**config.mk**
```make
export PLATFORM = sky130hd
export DESIGN_NAME = dma_xfer_engine
export DESIGN_NICKNAME = d
export VERILOG_FILES = /design/src/rtl/dma_pkg.sv /design/src/rtl/dma_fifo.sv /design/src/rtl/dma_xfer_engine.sv
export SDC_FILE = /design/constraint.sdc
export NUM_CORES = 1
export LEC_CHECK = 0
export ABC_AREA = 1
export ABC_CLOCK_PERIOD_IN_PS = 4600
export CORE_MARGIN = 4
export CORE_UTILIZATION = 55
export CTS_CLUSTER_DIAMETER = 150
export DETAILED_ROUTE_END_ITERATION = 6
export PLACE_DENSITY = 0.74
export SLEW_MARGIN = 40
export SYNTH_ARGS = -nofsm -noshare
export SYNTH_HDL_FRONTEND = slang
export SYNTH_SLANG_ARGS = --single-unit
```
**constraint.sdc**
```tcl
create_clock -name clk -period 4.6 [get_ports clk]
set_input_delay 1.38 -clock clk [delete_from_list [all_inputs] [get_ports clk]]
set_output_delay 1.38 -clock clk [all_outputs]
set_load 0.005 [all_outputs]
```
**src/rtl/dma_pkg.sv**
```systemverilog
// dma_pkg: shared state encoding, error codes and
// burst decode for the DMA transfer engine.
package dma_pkg;

  typedef enum logic [3:0] {
    S_IDLE    = 4'd0,
    S_RD_REQ  = 4'd1,
    S_RD_WAIT = 4'd2,
    S_WR_REQ  = 4'd3,
    S_DONE    = 4'd4,
    S_ERR     = 4'd5
  } state_t;

  localparam logic [7:0] ERR_BUS     = 8'h01;
  localparam logic [7:0] ERR_TIMEOUT = 8'h02;
  localparam logic [7:0] ERR_ALIGN   = 8'h03;

  function automatic logic [3:0] burst_len(
    input logic [1:0] bs
  );
    logic [3:0] n;
    unique case (bs)
      2'd0:    n = 4'd1;
      2'd1:    n = 4'd2;
      2'd2:    n = 4'd4;
      default: n = 4'd8;
    endcase
    return n;
  endfunction

endpackage

```
**src/rtl/dma_fifo.sv**
```systemverilog
// dma_fifo: 32-bit word buffer between the read and
// write phases of a burst.
module dma_fifo #(
  parameter  int DEPTH = 8,
  localparam int AW    = $clog2(DEPTH),
  localparam int LW    = AW + 1
) (
  input  logic          clk,
  input  logic          rst_n,
  input  logic          push,
  input  logic          pop,
  input  logic          flush,
  input  logic [31:0]   wdata,
  output logic [31:0]   rdata,
  output logic          full,
  output logic          empty,
  output logic [AW:0]   level
);

  logic [31:0]   mem [DEPTH];
  logic [AW-1:0] wr_ptr;
  logic [AW-1:0] rd_ptr;
  logic          do_push;
  logic          do_pop;

  assign full    = level == LW'(DEPTH);
  assign empty   = level == '0;
  assign rdata   = mem[rd_ptr];
  assign do_push = push && !full;
  assign do_pop  = pop && !empty;

  always_ff @(posedge clk) begin
    if (do_push && !flush)
      mem[wr_ptr] <= wdata;
  end

  always_ff @(posedge clk or negedge rst_n) begin
    if (!rst_n) begin
      wr_ptr <= '0;
      rd_ptr <= '0;
      level  <= '0;
    end else if (flush) begin
      wr_ptr <= '0;
      rd_ptr <= '0;
      level  <= '0;
    end else begin
      if (do_push)
        wr_ptr <= wr_ptr + AW'(1);
      if (do_pop)
        rd_ptr <= rd_ptr + AW'(1);
      unique case ({do_push, do_pop})
        2'b10:   level <= level + LW'(1);
        2'b01:   level <= level - LW'(1);
        default: level <= level;
      endcase
    end
  end

endmodule

```
**src/rtl/dma_xfer_engine.sv**
```systemverilog
// dma_xfer_engine: single-channel copy engine; each burst
// is read into the FIFO, then drained to the destination.
module dma_xfer_engine
  import dma_pkg::*;
#(
  parameter int FIFO_DEPTH  = 8,
  parameter int TIMEOUT_CYC = 256
) (
  input  logic        clk,
  input  logic        rst_n,
  input  logic        start,
  input  logic [14:0] word_count,
  input  logic        io_mem,
  input  logic [1:0]  burst_size,
  input  logic [31:0] src_addr,
  input  logic [31:0] dst_addr,
  output logic        mem_req,
  output logic        mem_we,
  output logic [31:0] mem_addr,
  output logic [31:0] mem_wdata,
  input  logic        mem_gnt,
  input  logic        mem_rvalid,
  input  logic [31:0] mem_rdata,
  input  logic        mem_err,
  output logic        busy,
  output logic        done,
  output logic        error,
  output logic [3:0]  state,
  output logic [7:0]  fifo_level,
  output logic [31:0] xfer_count,
  output logic [7:0]  err_code,
  output logic [15:0] err_offset
);

  localparam int LW = $clog2(FIFO_DEPTH) + 1;

  state_t        st;
  logic [31:0]   src;
  logic [31:0]   dst;
  logic [14:0]   wc;
  logic          io;
  logic [1:0]    bsz;
  logic [3:0]    burst_left;
  logic [15:0]   rd_cnt;
  logic [31:0]   wait_cnt;
  logic          armed;
  logic [31:0]   fifo_head;
  logic [LW-1:0] lvl;
  logic          fifo_full;
  logic          fifo_empty;
  logic          push;
  logic          pop;
  logic          flush;
  logic          rd_ev;
  logic          wr_ev;
  logic          tmo;
  logic          busy_st;

  // Burst = min(decoded burst, words left, FIFO depth);
  // the FIFO is always empty when a burst begins.
  function automatic logic [3:0] next_burst(
    input logic [1:0]  bs,
    input logic [15:0] rem
  );
    logic [3:0] n;
    n = burst_len(bs);
    if (rem < 16'(n))
      n = rem[3:0];
    if (FIFO_DEPTH < int'(n))
      n = 4'(FIFO_DEPTH);
    return n;
  endfunction

  assign busy_st = st inside {S_RD_REQ, S_RD_WAIT, S_WR_REQ};
  assign rd_ev   = (st == S_RD_WAIT) && mem_rvalid;
  assign wr_ev   = (st == S_WR_REQ) && mem_gnt;
  assign tmo     = busy_st && !rd_ev && !wr_ev &&
                   !((st == S_RD_REQ) && mem_gnt) &&
                   (wait_cnt == 32'(TIMEOUT_CYC - 1));
  assign flush   = tmo || ((rd_ev || wr_ev) && mem_err);
  assign push    = rd_ev && !mem_err && !fifo_full;
  assign pop     = wr_ev && !mem_err && !fifo_empty;

  dma_fifo #(.DEPTH(FIFO_DEPTH)) u_fifo (
    .clk   (clk),
    .rst_n (rst_n),
    .push  (push),
    .pop   (pop),
    .flush (flush),
    .wdata (mem_rdata),
    .rdata (fifo_head),
    .full  (fifo_full),
    .empty (fifo_empty),
    .level (lvl)
  );

  assign state      = st;
  assign busy       = busy_st;
  assign done       = st == S_DONE;
  assign error      = st == S_ERR;
  assign mem_req    = (st == S_RD_REQ) || (st == S_WR_REQ);
  assign mem_we     = st == S_WR_REQ;
  assign mem_addr   = (st == S_RD_REQ) ? src :
                      (st == S_WR_REQ) ? dst : '0;
  assign mem_wdata  = mem_we ? fifo_head : '0;
  assign fifo_level = 8'(lvl);

  always_ff @(posedge clk or negedge rst_n) begin
    if (!rst_n) begin
      st         <= S_IDLE;
      src        <= '0;
      dst        <= '0;
      wc         <= '0;
      io         <= 1'b0;
      bsz        <= '0;
      burst_left <= '0;
      rd_cnt     <= '0;
      wait_cnt   <= '0;
      armed      <= 1'b0;
      xfer_count <= '0;
      err_code   <= '0;
      err_offset <= '0;
    end else begin
      armed    <= 1'b1;
      wait_cnt <= busy_st ? wait_cnt + 32'd1 : '0;
      if (tmo) begin
        st         <= S_ERR;
        err_code   <= ERR_TIMEOUT;
        err_offset <= (st == S_WR_REQ) ? xfer_count[15:0]
                                       : rd_cnt;
      end else begin
        unique case (st)
          S_IDLE: if (start && armed) begin
            src        <= src_addr;
            dst        <= dst_addr;
            wc         <= word_count;
            io         <= io_mem;
            bsz        <= burst_size;
            xfer_count <= '0;
            rd_cnt     <= '0;
            err_code   <= '0;
            err_offset <= '0;
            wait_cnt   <= '0;
            if (|src_addr[1:0] || |dst_addr[1:0]) begin
              st       <= S_ERR;
              err_code <= ERR_ALIGN;
            end else if (word_count == '0) begin
              st <= S_DONE;
            end else begin
              st         <= S_RD_REQ;
              burst_left <= next_burst(burst_size,
                                       {1'b0, word_count});
            end
          end
          S_RD_REQ: if (mem_gnt) begin
            st       <= S_RD_WAIT;
            wait_cnt <= '0;
          end
          S_RD_WAIT: if (mem_rvalid) begin
            wait_cnt <= '0;
            if (mem_err) begin
              st         <= S_ERR;
              err_code   <= ERR_BUS;
              err_offset <= rd_cnt;
            end else begin
              src        <= src + 32'd4;
              rd_cnt     <= rd_cnt + 16'd1;
              burst_left <= burst_left - 4'd1;
              st <= (burst_left == 4'd1) ? S_WR_REQ
                                         : S_RD_REQ;
            end
          end
          S_WR_REQ: if (mem_gnt) begin
            wait_cnt <= '0;
            if (mem_err) begin
              st         <= S_ERR;
              err_code   <= ERR_BUS;
              err_offset <= xfer_count[15:0];
            end else begin
              xfer_count <= xfer_count + 32'd1;
              if (!io)
                dst <= dst + 32'd4;
              if (lvl == LW'(1)) begin
                if (xfer_count + 32'd1 == {17'd0, wc}) begin
                  st <= S_DONE;
                end else begin
                  st         <= S_RD_REQ;
                  burst_left <= next_burst(bsz,
                                  {1'b0, wc} - rd_cnt);
                end
              end
            end
          end
          S_DONE:  st <= S_IDLE;
          S_ERR:   st <= S_IDLE;
          default: st <= S_IDLE;
        endcase
      end
    end
  end

endmodule

```
==> reports/results.tsv <==
metric	value	unit
worst_slack	0.168	ns
cts_tree	done	
power.density	581	nW/um2
final_nets	3118	
die_y	215	um
multi_input_area	9490	um2
ctsHoldBuffers	0	
synth_edf_count	256	
dpl_worst_slack	0.722	ns
syn_area	23600	um2
maxSlewViolCount	0	
outcome	finished clean	
synth.distinct_cells	60	
dp_hpwl	49000	um
gp_congestion	0.972	
seq_area	12600	um2
cts-root-buf	clkbuf_16	
num_vias	20878	
critPathCapture	mem_wdata[4]	
track_usage	29.6	%
syn2layout_area_growth	20.3	%
path_class	reg -> out	
pin_count	257	
htreeDepth	2	
critPathCaptureType	output port	
worstRegToRegCells	12	
finalClockSkew	0.0248	ns
synth_top_area_share	32.6	%
synth_area_per_cell	8.62	um2
maxCapViolCount	0	
period_share	96.3	%
antennaDiodeCount	0	
peakVddDrop	415	uV
routed_wl	70800	um
r2r-end	dst[15]	
clock_latency	0.61	ns
row_count	75	
dr.pass1.iters	6	
cpMaxStageDelayCell	clkdlybuf4s50_1	
post-cts-setup-buffers	0	
cts_max_path_buffers	3	
ant_nets	0	
worstPathMaxFanout	30	
final_cell_mix	nand2_1, nor2_1, o21ai_0, edfxtp_1, inv_1	
grt_antenna_before_repair	2	
grt_pass1_vias	20191	
hold_viol	0	
syn_inst	2736	
post-place-cells	3451	
wire_per_inst	20.0	um
die_w	215	um
cp-startpoint	state[2]	
ys_ff_latch	454	
final_common_cell	nand2_1	
grt_setup_unrepaired	false	
portBuffers	245	
slew_headroom	46.9	%
fmax	226	MHz
synthArstFlopShare	43.6	%
synth_ff_type	edfxtp_1	
yosysWarnings	0	
cts_buffers	50	
nFillCells	3358	
dieArea	46300	um2
synth-seq-area-share	53.6	%
worstMarginPinSlew	0.789	ns
final.min_clock_period	4.43	ns
vias_per_cell	5.89	
crit_chain	inv_2, nand2_4, nor2_8, buf_4, o21ai_0, a31oi_1, clkdlybuf4s50_1	
r2r_slack	0.88	ns
cts_resized	0	
grt_pass1_wl	110000	um
drive_above_1_share	6.16	%
cp_data_required_time	3.22	ns
worstPathArrival	3.05	ns
path_clk_slew	0.06	ns
synth_area_leader_cell	edfxtp_1	
clock-sinks	454	
start_util	56.0	%
final_cells	3542	
drc_errors	0	
initialDrtViolationCount	2076	
setup_viol	0	
synthTopCellsByArea	edfxtp_1, dfrtp_1, nand2_1, nor2_1, o21ai_0	
max_stage_delay	0.55	ns
cp-start-kind	flip-flop	
core	42100	um2
r2r_start	state[2]	
power.leakage	11.4	nW
grt_max_degree	86	
min_path_type	reg -> reg	
globalRoute.totalOverflow	0	
-- per-stage QoR --
| step | area (um2) | util, % | TNS (ns) | hold slack, ns | power [W] |
|---|---|---|---|---|---|
| after CTS | 28400 | 67.3 | 0 | 0.460 | 0.0165 |
| after floorplan | 23600 | - | -4.27 | 0.425 | 0.00970 |
| after detailed placement | 26700 | 63.3 | 0 | 0.453 | 0.0123 |
| after global routing | 28400 | 67.3 | 0 | 0.478 | 0.0176 |
| after global placement | 26700 | 63.3 | 0 | 0.441 | 0.0121 |
| final | 28400 | 67.3 | 0 | 0.461 | 0.0165 |
-- synthesized netlist by cell type (3+ instances only) --
library cell and number:
buf_4 12, nor2_2 8, buf_2 10, ha_1 33, inv_1 256, o22ai_1 103, nand2_1 500, nand4_2 3
o21bai_1 3, or2_2 4, inv_2 9, nor4_1 22, nand3_1 141, nand3b_1 8, clkbuf_1 87, nor2_4 6
a41oi_1 5, nor3b_1 3, o21ai_0 264, o31ai_1 10, o211ai_1 7, clkinv_1 4, nand4_1 36, xor2_1 46
o21ai_1 11, edfxtp_1 256, nor2_1 437, a211oi_1 3, nand3_2 4, buf_1 6, a21oi_1 73, nor3_1 62
dfrtp_1 198, nand2_2 7, a31oi_1 51, a22oi_1 8, xnor2_1 7
-- report_power, final --
part           leakage, nW  internal [W]  total (W)  switching, W
Sequential            4.82       0.00490    0.00562      0.000720
Combinational         5.76       0.00252    0.00672       0.00420
Clock                0.827       0.00244    0.00415       0.00170
-- logic make-up after synthesis --
kind of cell	Yosys count	share of synthesized area [%]
and+or+nand+nor	1253	22.8
AOI/OAI and AO/OA	549	13.1
DFF	454	53.6
buffers and inverters	388	6.50
xor gates and xnor gates	55	2.13
adders and majority gates	34	1.84
other	2	0.0318
muxes	1	0.0424
-- worst max-delay path, delay by kind of cell, from the launching register on --
| family | cells | cell delay [ns] |
|---|---|---|
| compound gates | 2 | 0.42 |
| flops | 1 | 0.43 |
| simple gates | 2 | 0.48 |
| buf+inv | 3 | 1.09 |
-- sequential cells by signal, summed over array words and instances (netlist names), 15 cells and up --
register    flops
dst            32
u_fifo.mem    256
wc             15
xfer_count     32
rd_cnt         16
wait_cnt       32
err_offset     16
src            32
-- per-layer routing --
metal	track usage, %	share of wire, %	vias to the layer above
li1	-	-	9764
met1	39.1	40	10045
met2	48.6	47	892
met5	0	0.048	-
met3	5.79	8.0	173
met4	11.9	4.1	4
-- how the worst min path moves through the flow --
stage,slack (ns),depth (start not counted),start,endpoint
after floorplan,0.43,1,wait_cnt[0],wait_cnt[0]
after global placement,0.44,1,wait_cnt[0],wait_cnt[0]
after detailed placement,0.45,1,wait_cnt[0],wait_cnt[0]
after CTS,0.46,1,wait_cnt[0],wait_cnt[0]
after global routing,0.48,1,wait_cnt[0],wait_cnt[0]
final,0.46,1,wait_cnt[0],wait_cnt[0]
-- cell type report --
cell class / count / share of cell area (%)
flip-flops and latches: 454 / 44.6
repair buffers: 283 / 9.93
well taps: 539 / 2.38
inverters: 271 / 3.60
clock buffers: 61 / 4.77
multi-input cells: 1904 / 33.5
clock inverters: 30 / 1.28
Power figures use the tool's default switching activity.
